## config.mk

```make
export PLATFORM = sky130hd
export DESIGN_NAME = dmem_arbiter
export DESIGN_NICKNAME = d
export VERILOG_FILES = /design/src/rtl/dmem_arbiter.sv
export SDC_FILE = /design/constraint.sdc
export NUM_CORES = 1
export LEC_CHECK = 0
export ABC_AREA = 1
export BUFFER_PORTS_ARGS = -buffer_cell sky130_fd_sc_hd__buf_4
export CORE_ASPECT_RATIO = 0.75
export CORE_MARGIN = 2
export CORE_UTILIZATION = 35
export DETAILED_ROUTE_END_ITERATION = 12
export MAX_ROUTING_LAYER = met4
export PLACE_DENSITY = 0.78
export SLEW_MARGIN = 20
export SYNTH_ARGS = -nofsm -noshare
export SYNTH_HDL_FRONTEND = slang
export SYNTH_SLANG_ARGS = --single-unit
```

## constraint.sdc

```tcl
create_clock -name clk -period 2.8 [get_ports clk]
set_clock_uncertainty 0.15 [all_clocks]
set_input_delay 0.42 -clock clk [delete_from_list [all_inputs] [get_ports clk]]
set_output_delay 0.42 -clock clk [all_outputs]
set_load 0.03 [all_outputs]
```

## src/rtl/dmem_arbiter.sv

```systemverilog
// dmem_arbiter: shares the single data-memory port between the CPU load/store
// path and a DMA/debug loader.
//
// Every access runs IDLE -> ACCESS -> RESP -> IDLE. The CPU wins ties until it
// has won MAX_CPU_STREAK consecutive contested grants. The next contested grant
// then goes to the DMA.
//
// Ports:
//   clk, reset_n             clock, asynchronous active-low reset
//   cpu_req/we/addr/wdata    CPU request (held until cpu_ready)
//   cpu_rdata, cpu_ready     CPU response (one-cycle pulse in RESP)
//   dma_*                    DMA equivalents of the CPU ports
//   mem_en/we/addr/wdata     memory strobe and latched access fields
//   mem_rdata                memory read data, valid the cycle after mem_en
//   owner                    current grant owner (0 = CPU, 1 = DMA), debug
module dmem_arbiter #(
    parameter int ADDR_WIDTH     = 32,
    parameter int DATA_WIDTH     = 32,
    parameter int MAX_CPU_STREAK = 4
) (
    input  logic                  clk,
    input  logic                  reset_n,
    input  logic                  cpu_req,
    input  logic                  cpu_we,
    input  logic [ADDR_WIDTH-1:0] cpu_addr,
    input  logic [DATA_WIDTH-1:0] cpu_wdata,
    output logic [DATA_WIDTH-1:0] cpu_rdata,
    output logic                  cpu_ready,
    input  logic                  dma_req,
    input  logic                  dma_we,
    input  logic [ADDR_WIDTH-1:0] dma_addr,
    input  logic [DATA_WIDTH-1:0] dma_wdata,
    output logic [DATA_WIDTH-1:0] dma_rdata,
    output logic                  dma_ready,
    output logic                  mem_en,
    output logic                  mem_we,
    output logic [ADDR_WIDTH-1:0] mem_addr,
    output logic [DATA_WIDTH-1:0] mem_wdata,
    input  logic [DATA_WIDTH-1:0] mem_rdata,
    output logic                  owner
);

    localparam int STREAK_WIDTH = $clog2(MAX_CPU_STREAK + 1);
    localparam logic [STREAK_WIDTH-1:0] STREAK_MAX = STREAK_WIDTH'(MAX_CPU_STREAK);

    typedef enum logic [1:0] {
        ST_IDLE   = 2'd0,
        ST_ACCESS = 2'd1,
        ST_RESP   = 2'd2
    } state_t;

    state_t                  state_r, state_next_s;
    logic [STREAK_WIDTH-1:0] streak_r, streak_next_s;
    logic                    owner_r, owner_next_s;
    logic                    grant_s;
    logic                    we_next_s;
    logic [ADDR_WIDTH-1:0]   addr_next_s;
    logic [DATA_WIDTH-1:0]   wdata_next_s;
    logic                    mem_en_r;
    logic                    mem_we_r;
    logic [ADDR_WIDTH-1:0]   mem_addr_r;
    logic [DATA_WIDTH-1:0]   mem_wdata_r;
    logic                    cpu_ready_r;
    logic                    dma_ready_r;

    // Next-state, arbitration and winner-field selection.
    always_comb begin
        state_next_s  = state_r;
        streak_next_s = streak_r;
        owner_next_s  = owner_r;
        grant_s       = 1'b0;
        we_next_s     = mem_we_r;
        addr_next_s   = mem_addr_r;
        wdata_next_s  = mem_wdata_r;

        case (state_r)
            ST_IDLE: begin
                if (cpu_req || dma_req) begin
                    grant_s      = 1'b1;
                    state_next_s = ST_ACCESS;
                    if (cpu_req && dma_req) begin
                        // Contested: CPU wins until its streak reaches the cap.
                        if (streak_r < STREAK_MAX) begin
                            owner_next_s  = 1'b0;
                            streak_next_s = streak_r + STREAK_WIDTH'(1);
                        end else begin
                            owner_next_s  = 1'b1;
                            streak_next_s = {STREAK_WIDTH{1'b0}};
                        end
                    end else begin
                        owner_next_s  = dma_req;
                        streak_next_s = {STREAK_WIDTH{1'b0}};
                    end
                end else begin
                    state_next_s = ST_IDLE;
                end
            end
            ST_ACCESS: state_next_s = ST_RESP;
            ST_RESP:   state_next_s = ST_IDLE;
            default:   state_next_s = ST_IDLE;
        endcase

        // Requester fields are captured only at the grant; afterwards they are ignored.
        if (grant_s) begin
            if (owner_next_s) begin
                we_next_s    = dma_we;
                addr_next_s  = dma_addr;
                wdata_next_s = dma_wdata;
            end else begin
                we_next_s    = cpu_we;
                addr_next_s  = cpu_addr;
                wdata_next_s = cpu_wdata;
            end
        end else begin
            we_next_s    = mem_we_r;
            addr_next_s  = mem_addr_r;
            wdata_next_s = mem_wdata_r;
        end
    end

    // State, streak, latched access fields and registered strobes.
    always_ff @(posedge clk or negedge reset_n) begin
        if (!reset_n) begin
            state_r     <= ST_IDLE;
            streak_r    <= {STREAK_WIDTH{1'b0}};
            owner_r     <= 1'b0;
            mem_en_r    <= 1'b0;
            mem_we_r    <= 1'b0;
            mem_addr_r  <= {ADDR_WIDTH{1'b0}};
            mem_wdata_r <= {DATA_WIDTH{1'b0}};
            cpu_ready_r <= 1'b0;
            dma_ready_r <= 1'b0;
        end else begin
            state_r     <= state_next_s;
            streak_r    <= streak_next_s;
            owner_r     <= owner_next_s;
            mem_en_r    <= (state_next_s == ST_ACCESS);
            mem_we_r    <= we_next_s;
            mem_addr_r  <= addr_next_s;
            mem_wdata_r <= wdata_next_s;
            // owner_r is stable from ACCESS into RESP, so it selects the ready pulse.
            cpu_ready_r <= (state_next_s == ST_RESP) && (owner_r == 1'b0);
            dma_ready_r <= (state_next_s == ST_RESP) && (owner_r == 1'b1);
        end
    end

    // Read data is forwarded straight from memory during the response cycle only.
    always_comb begin
        if (cpu_ready_r && !mem_we_r) begin
            cpu_rdata = mem_rdata;
        end else begin
            cpu_rdata = {DATA_WIDTH{1'b0}};
        end
        if (dma_ready_r && !mem_we_r) begin
            dma_rdata = mem_rdata;
        end else begin
            dma_rdata = {DATA_WIDTH{1'b0}};
        end
    end

    assign cpu_ready = cpu_ready_r;
    assign dma_ready = dma_ready_r;
    assign mem_en    = mem_en_r;
    assign mem_we    = mem_we_r;
    assign mem_addr  = mem_addr_r;
    assign mem_wdata = mem_wdata_r;
    assign owner     = owner_r;

endmodule

```

==> impl_metrics.yaml, run 1 <==
setup_path:
  crit_family: "buffers and inverters"
  cp.arrival_ns: 1.39
  path_max_fanout: 32
  cp_cell_sequence: "inv_1 > nand2_1 > buf_4 > nor2_1 > buf_4"
  slowest_stage: "dfrtp_1"
  r2r_slack_ns: 0.87
  worstPathRequired_ns: 2.23
  startpoint_type: "register"
  worstSetupPathType: "register to output port"
  r2r_end: "mem_wdata[15]"
  crit_path_end_kind: "output port"
  reg2reg_depth: 7
  crit_top_cell: "buf_4"
  slowest_delay_ns: 0.40
  worst-path-buf-inv: 3
  rr_startpoint: "state_r[1]"
timing:
  setup_viol_count_final: 0
  finalCritPeriodShare_pct: 70.1
  finalSetupTns_ns: 0
  worstMarginPinSlew_ns: 0.701
  slew_viol_final: 0
  timing.fmax_mhz: 509
  relSlewSlack_pct: 53.3
  hold_viol_final: 0
  min_period_ns: 1.96
  rsz0062_at_grt: "no"
cells_and_area:
  final_util_pct: 56.4
  fillers: 1274
  syn_to_final_growth_pct: 55.7
  drive_above_1_share_pct: 31.5
  fin_nets: 1209
grt:
  grt_max_degree: 67
  grt_pass1_wl_mm: 25.2
  antenna_found_initial: 1
  track_usage_pct: 22.2
  grt_pass1_vias: 5114
  met2_usage_pct: 37.9
  grt_overflow_total: 0
  met3_usage_pct: 5.64
  top_usage_layer: "met2"
  grtUsageMet1_pct: 25.5
worst_hold_path:
  hp-class: "input pin to register"
  hold_path.startpoint: "cpu_wdata[20]"
  min_to: "mem_wdata[20]"
  hold_depth: 5
die:
  die_y_um: 105
  io_pins: 299
  dieArea_sq_um: 14600
  die_w_um: 139
  initial_core_util_pct: 36.2
  rows: 36
  core_sq_um: 13200
drt:
  drc: 0
  via_per_inst: 4.33
  firstDrtPassIters: 4
  final_antenna_net_count: 0
  wl_per_cell_um: 12.9
  vias: 5275
  dr.first_iter.drc_count: 225
  wirelength_mm: 15.8
yosys:
  async_flop_share_pct: 100
  synthFlopType: "dfrtp_1"
  syn_area_per_cell_sq_um: 6.26
  synth_area_sq_um: 4760
  synth_warnings: 0
  synth_edf_count: 0
  seq_area_frac_synth_pct: 38.9
  ys_ff_latch: 74
  synth_top_area_cell: "dfrtp_1"
  synth_cells: 761
  ys_top_cells_by_area: "dfrtp_1, nand2_1, inv_1"
  synth_fp_nets: 928
  ys_types: 20
  synth_top_area_share_pct: 38.9
cts:
  clkTransAtPathRegs_ns: 0.07
  tritoncts: "yes"
  numCtsBuffers: 9
  clock-sinks: 74
  cts_resized: 0
  root_buffer: "clkbuf_16"
  max-clock-path-buffers: 2
  clock_latency_ns: 0.33
  cts.htree.levels: 3
power:
  power_density_nw_per_um2: 1050
  ir_drop_mv: 0.551
  cellLeakagePower_nw: 4.64
place:
  port-buffer-count: 298
  gp_congestion: 0.796
  hpwl_mm: 11.5
run_status:
  status: "finished, final reports clean"
job:
  drv_cap: 0
==> worst reg2reg max path: stages (launching register included) <==
cell and delay (ns):
dfrtp_1 0.42, nor2_2 0.18, nand3_1 0.20, nand2_2 0.39
buf_4 0.31, nand2_1 0.08, nand2_1 0.07, nand2_1 0.05
==> Yosys cell counts, types with 2 or more instances <==
master,count
nor2_1,65
buf_6,5
clkbuf_1,16
buf_4,5
clkinv_1,28
inv_1,142
nand2_2,2
nor3_1,2
inv_2,2
dfrtp_1,74
buf_2,9
buf_1,4
nand3b_1,64
o21ai_0,2
nand2_1,336
==> layout make-up <==
class	instances	area, sq um	share of cell area [%]
clock inverter	6	43.8	0.590
sequential	74	1850	25.0
antenna	1	2.50	0.0337
tap	171	214	2.88
inverter	172	648	8.74
clock buffer	10	229	3.09
timing repair buffer	309	2370	32.0
multi-input combinational	476	2060	27.7
==> through the flow <==
step	power, mW	area [sq um]	hold slack (ns)	cells	setup WS (ns)
2_1_floorplan	5.10	4760	-0.0256	761	0.913
3_3_place_gp	6.71	7130	0.246	1201	0.688
3_5_place_dp	6.80	7130	0.249	1201	0.845
4_1_cts	7.91	7420	0.194	1218	0.824
5_1_grt	8.42	7420	0.217	1219	0.668
6_report	7.82	7420	0.204	1219	0.836
==> how the worst max path moves through the flow <==
stage               startpoint            end  slack (ns)  cells after the start
floorplan               mem_we  cpu_rdata[10]        0.91                      4
global placement       cpu_req  mem_wdata[22]        0.69                      9
detailed placement  state_r[1]    mem_addr[0]        0.85                      7
CTS                     mem_we   cpu_rdata[7]        0.82                      5
global route        state_r[1]   mem_addr[29]        0.67                      7
finish                  mem_we   cpu_rdata[8]        0.84                      5
==> layout by cell type, fill, tap and decap left out, types with 2 or more instances in the layout <==
cell       instances
nand2_1          334
buf_4            304
inv_1            142
dfrtp_1           74
nor2_1            65
nand3b_1          64
clkinv_1          28
clkbuf_16          9
nand2_2            4
buf_12             4
clkinv_4           3
nor3_1             2
o21ai_0            2
clkinv_2           2
==> power by group <==
group / switching [mW] / internal (mW)
sequential: 0.331 / 1.63
combinational: 3.13 / 1.66
clock: 0.470 / 0.602
==> cell families (layout without fill, tap and decap cells) <==
group                    Yosys count  after routing  synth area share (%)
flip-flops                        74             74                  38.9
adder cells (fa/ha/maj)            1              1                 0.263
AO/OA/AOI/OAI                      3              3                 0.315
other                              0              1                     0
AND/OR/NAND/NOR                  472            472                  42.5
buffers and inverters            211            497                  18.0
==> sequential cells by signal (all words and copies together) (netlist names), named ones only <==
signal and count:
mem_en 1, dma_ready 1, streak_r 3, mem_wdata 32
mem_we 1, state_r 2, mem_addr 32, cpu_ready 1
==> what timing repair did <==
item,in CTS,in global routing
hold buffers,1,0
buffers inserted,0,0
hold endpoints to repair,32,0
endpoints found under the setup margin,0,0
==> layer usage <==
metal  up-vias  routed length, um
met1      2331               6470
met4         0                418
met5         -                  0
met2       203               7740
li1       2717                  -
met3        24               1140
Note: power is estimated with default switching activity, not from simulation.
==> run 2: changes to the inputs <==
- ABC_AREA: 1 -> 0
- CORE_AREA: default -> 2 2 116 118
- CORE_ASPECT_RATIO: 0.75 -> default
- CORE_MARGIN: 2 -> default
- CORE_UTILIZATION: 35 -> default
- DIE_AREA: default -> 0 0 118 120
- PLACE_DENSITY: 0.78 -> 0.73
- clock period: 2.8 -> 1.8 ns (I/O delays scaled with it)
==> run 2 against run 1 <==
Net effect: count of clock-buffer cells in the layout unchanged; via count down 27%; the run now ends with negative setup slack left; critical endpoint is now cpu_rdata[25]; routed wire length down 17%; total power up 39%; area after synthesis down 26%; combinational power up 24%; first-iteration DRC count down 46%; clock power up 87%; core utilization down 5.6 points; global-route usage down 3.4 points; final cell count down 30%; flip-flop and latch count unchanged; highest routed layer unchanged.
==> impl_metrics.yaml, run 2 <==
die:
  die_w_um: 118
  dieArea_sq_um: 14200
  initial_core_util_pct: 27.1
  io_pins: 299
  rows: 42
  core_sq_um: 13000
  die_y_um: 120
setup_path:
  cp.arrival_ns: 1.43
  worstSetupPathType: "register to output port"
  startpoint_type: "register"
  crit_top_cell: "buf_4"
  r2r_slack_ns: 0.20
  path_max_fanout: 8
  worst-path-buf-inv: 2
  rr_startpoint: "state_r[1]"
  r2r_end: "mem_wdata[25]"
  crit_path_end_kind: "output port"
  path_depth: 4
  cp_cell_sequence: "nor2b_4 > buf_4 > and2_1 > buf_4"
  crit_family: "flip-flops"
  reg2reg_depth: 5
  slowest_stage: "dfrtp_2"
  worstPathRequired_ns: 1.38
  slowest_delay_ns: 0.45
yosys:
  async_flop_share_pct: 100
  ys_types: 23
  syn_area_per_cell_sq_um: 9.26
  seq_area_frac_synth_pct: 52.7
  synth_top_area_cell: "dfrtp_1"
  ys_top_cells_by_area: "dfrtp_1, nor2_1, and2_1"
  yosys-top-cells-count: "nor2_1, dfrtp_1, and2_1, o22ai_1, buf_6"
  ys_ff_latch: 74
  synth_cells: 380
  synth_warnings: 0
  synthFlopType: "dfrtp_1"
  synth_top_area_share_pct: 52.7
  synth_edf_count: 0
  synth_fp_nets: 547
  synth_area_sq_um: 3520
  synth_most_common_cell: "nor2_1"
run_status:
  failed_checks: "negative setup slack"
  status: "complete, but fails checks"
timing:
  slew_viol_final: 0
  min_period_ns: 1.85
  setup_slack_ns: -0.0472
  worstMarginPinSlew_ns: 0.362
  finalCritPeriodShare_pct: 103
  hold_viol_final: 0
  relSlewSlack_pct: 75.9
  timing.fmax_mhz: 541
  setup_viol_count_final: 56
  rsz0062_at_grt: "yes"
cts:
  numCtsBuffers: 9
  clkTransAtPathRegs_ns: 0.06
  tritoncts: "yes"
  root_buffer: "clkbuf_16"
  cts.htree.levels: 3
  clock-sinks: 74
  max-clock-path-buffers: 2
  clock_latency_ns: 0.32
job:
  drv_cap: 0
place:
  dp_cells: 838
  port-buffer-count: 298
  gp_congestion: 0.808
  hpwl_mm: 9.72
  pre_cts_ws_ns: 0.124
  dpl-instance-area_sq_um: 5890
worst_hold_path:
  hold_depth: 3
  min_to: "mem_wdata[21]"
  hp-class: "input pin to register"
  hold_path.startpoint: "cpu_wdata[21]"
cells_and_area:
  layout_common_cells: "buf_4, nor2_1, dfrtp_1"
  drive_above_1_share_pct: 53.7
  fin_area_sq_um: 6600
  n_antenna_cell: 0
  fin_nets: 845
  fillers: 1223
  instances_no_fill: 858
  final_common_cell: "buf_4"
  syn_to_final_growth_pct: 87.5
  final_util_pct: 50.8
drt:
  drc: 0
  vias: 3860
  final_antenna_net_count: 0
  wl_per_cell_um: 15.3
  firstDrtPassIters: 4
  via_per_inst: 4.50
  dr.first_iter.drc_count: 122
  wirelength_mm: 13.2
grt:
  antenna_found_initial: 0
  grt_pass1_vias: 3884
  grt_max_degree: 65
  grt_pass1_wl_mm: 20.3
  track_usage_pct: 18.8
  grt_overflow_total: 0
power:
  p_total_mw: 10.9
  power_density_nw_per_um2: 1650
  ir_drop_mv: 0.800
  cellLeakagePower_nw: 3.21
run 2: tightest hold or removal path, stage by stage:
cell and delay, ns:
buf_4 0.08, o22ai_1 0.05, nor2_1 0.07
run 2: repair_timing:
action	CTS	global route
pin swaps	1	5
gates resized for setup	75	26
endpoints found under the hold margin	22	0
endpoints found under the setup margin	64	65
setup buffers	1	0
gates cloned	3	0
hold buffers	1	0
run 2: power by group:
group | switching (mW) | internal, mW | total [mW]
Sequential | 0.474 | 2.47 | 2.94
Combinational | 3.62 | 2.34 | 5.96
Clock | 0.653 | 1.35 | 2.00
run 2: per-layer routing:
metal | wire [um] | track usage (%) | up-vias
li1 | - | - | 1873
met1 | 5080 | 20.6 | 1784
met2 | 7010 | 33.7 | 190
met3 | 853 | 4.66 | 13
met4 | 221 | 5.57 | 0
met5 | 0 | - | -
run 2: how the worst max path moves through the flow:
stage / end / slack, ns / start
floorplan: cpu_rdata[10] / 0.09 / cpu_ready
global placement: mem_wdata[25] / 0.21 / state_r[1]
detailed placement: mem_wdata[25] / 0.12 / state_r[1]
CTS: cpu_rdata[14] / -0.03 / mem_we
global route: cpu_rdata[6] / -0.11 / mem_we
finish: cpu_rdata[25] / -0.05 / mem_we
run 2: cells by family (layout without fill, tap and decap cells):
family          count (synthesis)  in the layout  synth area share (%)
simple gates                  206            206                  28.0
mux                             1              1                 0.320
buf+inv                        28            330                  5.83
fa+ha+maj                       1              1                 0.356
compound gates                 70             70                  12.8
flops                          74             74                  52.7
run 2: metrics by stage:
stage | hold slack [ns] | setup TNS [ns]
floorplan | -0.176 | 0
global placement | 0.0533 | 0
detailed placement | 0.0579 | 0
CTS | 0.0227 | -0.686
global route | 0.0289 | -5.28
finish | 0.0336 | -0.943
run 2: cell type report:
class	instances	area [sq um]	share of cell area, %
clock buffers	10	229	3.47
clock inverters	5	104	1.57
well taps	176	220	3.34
multi-input cells	278	1560	23.6
repair buffers	313	2630	39.8
inverters	2	7.51	0.114
flip-flops and latches	74	1850	28.1
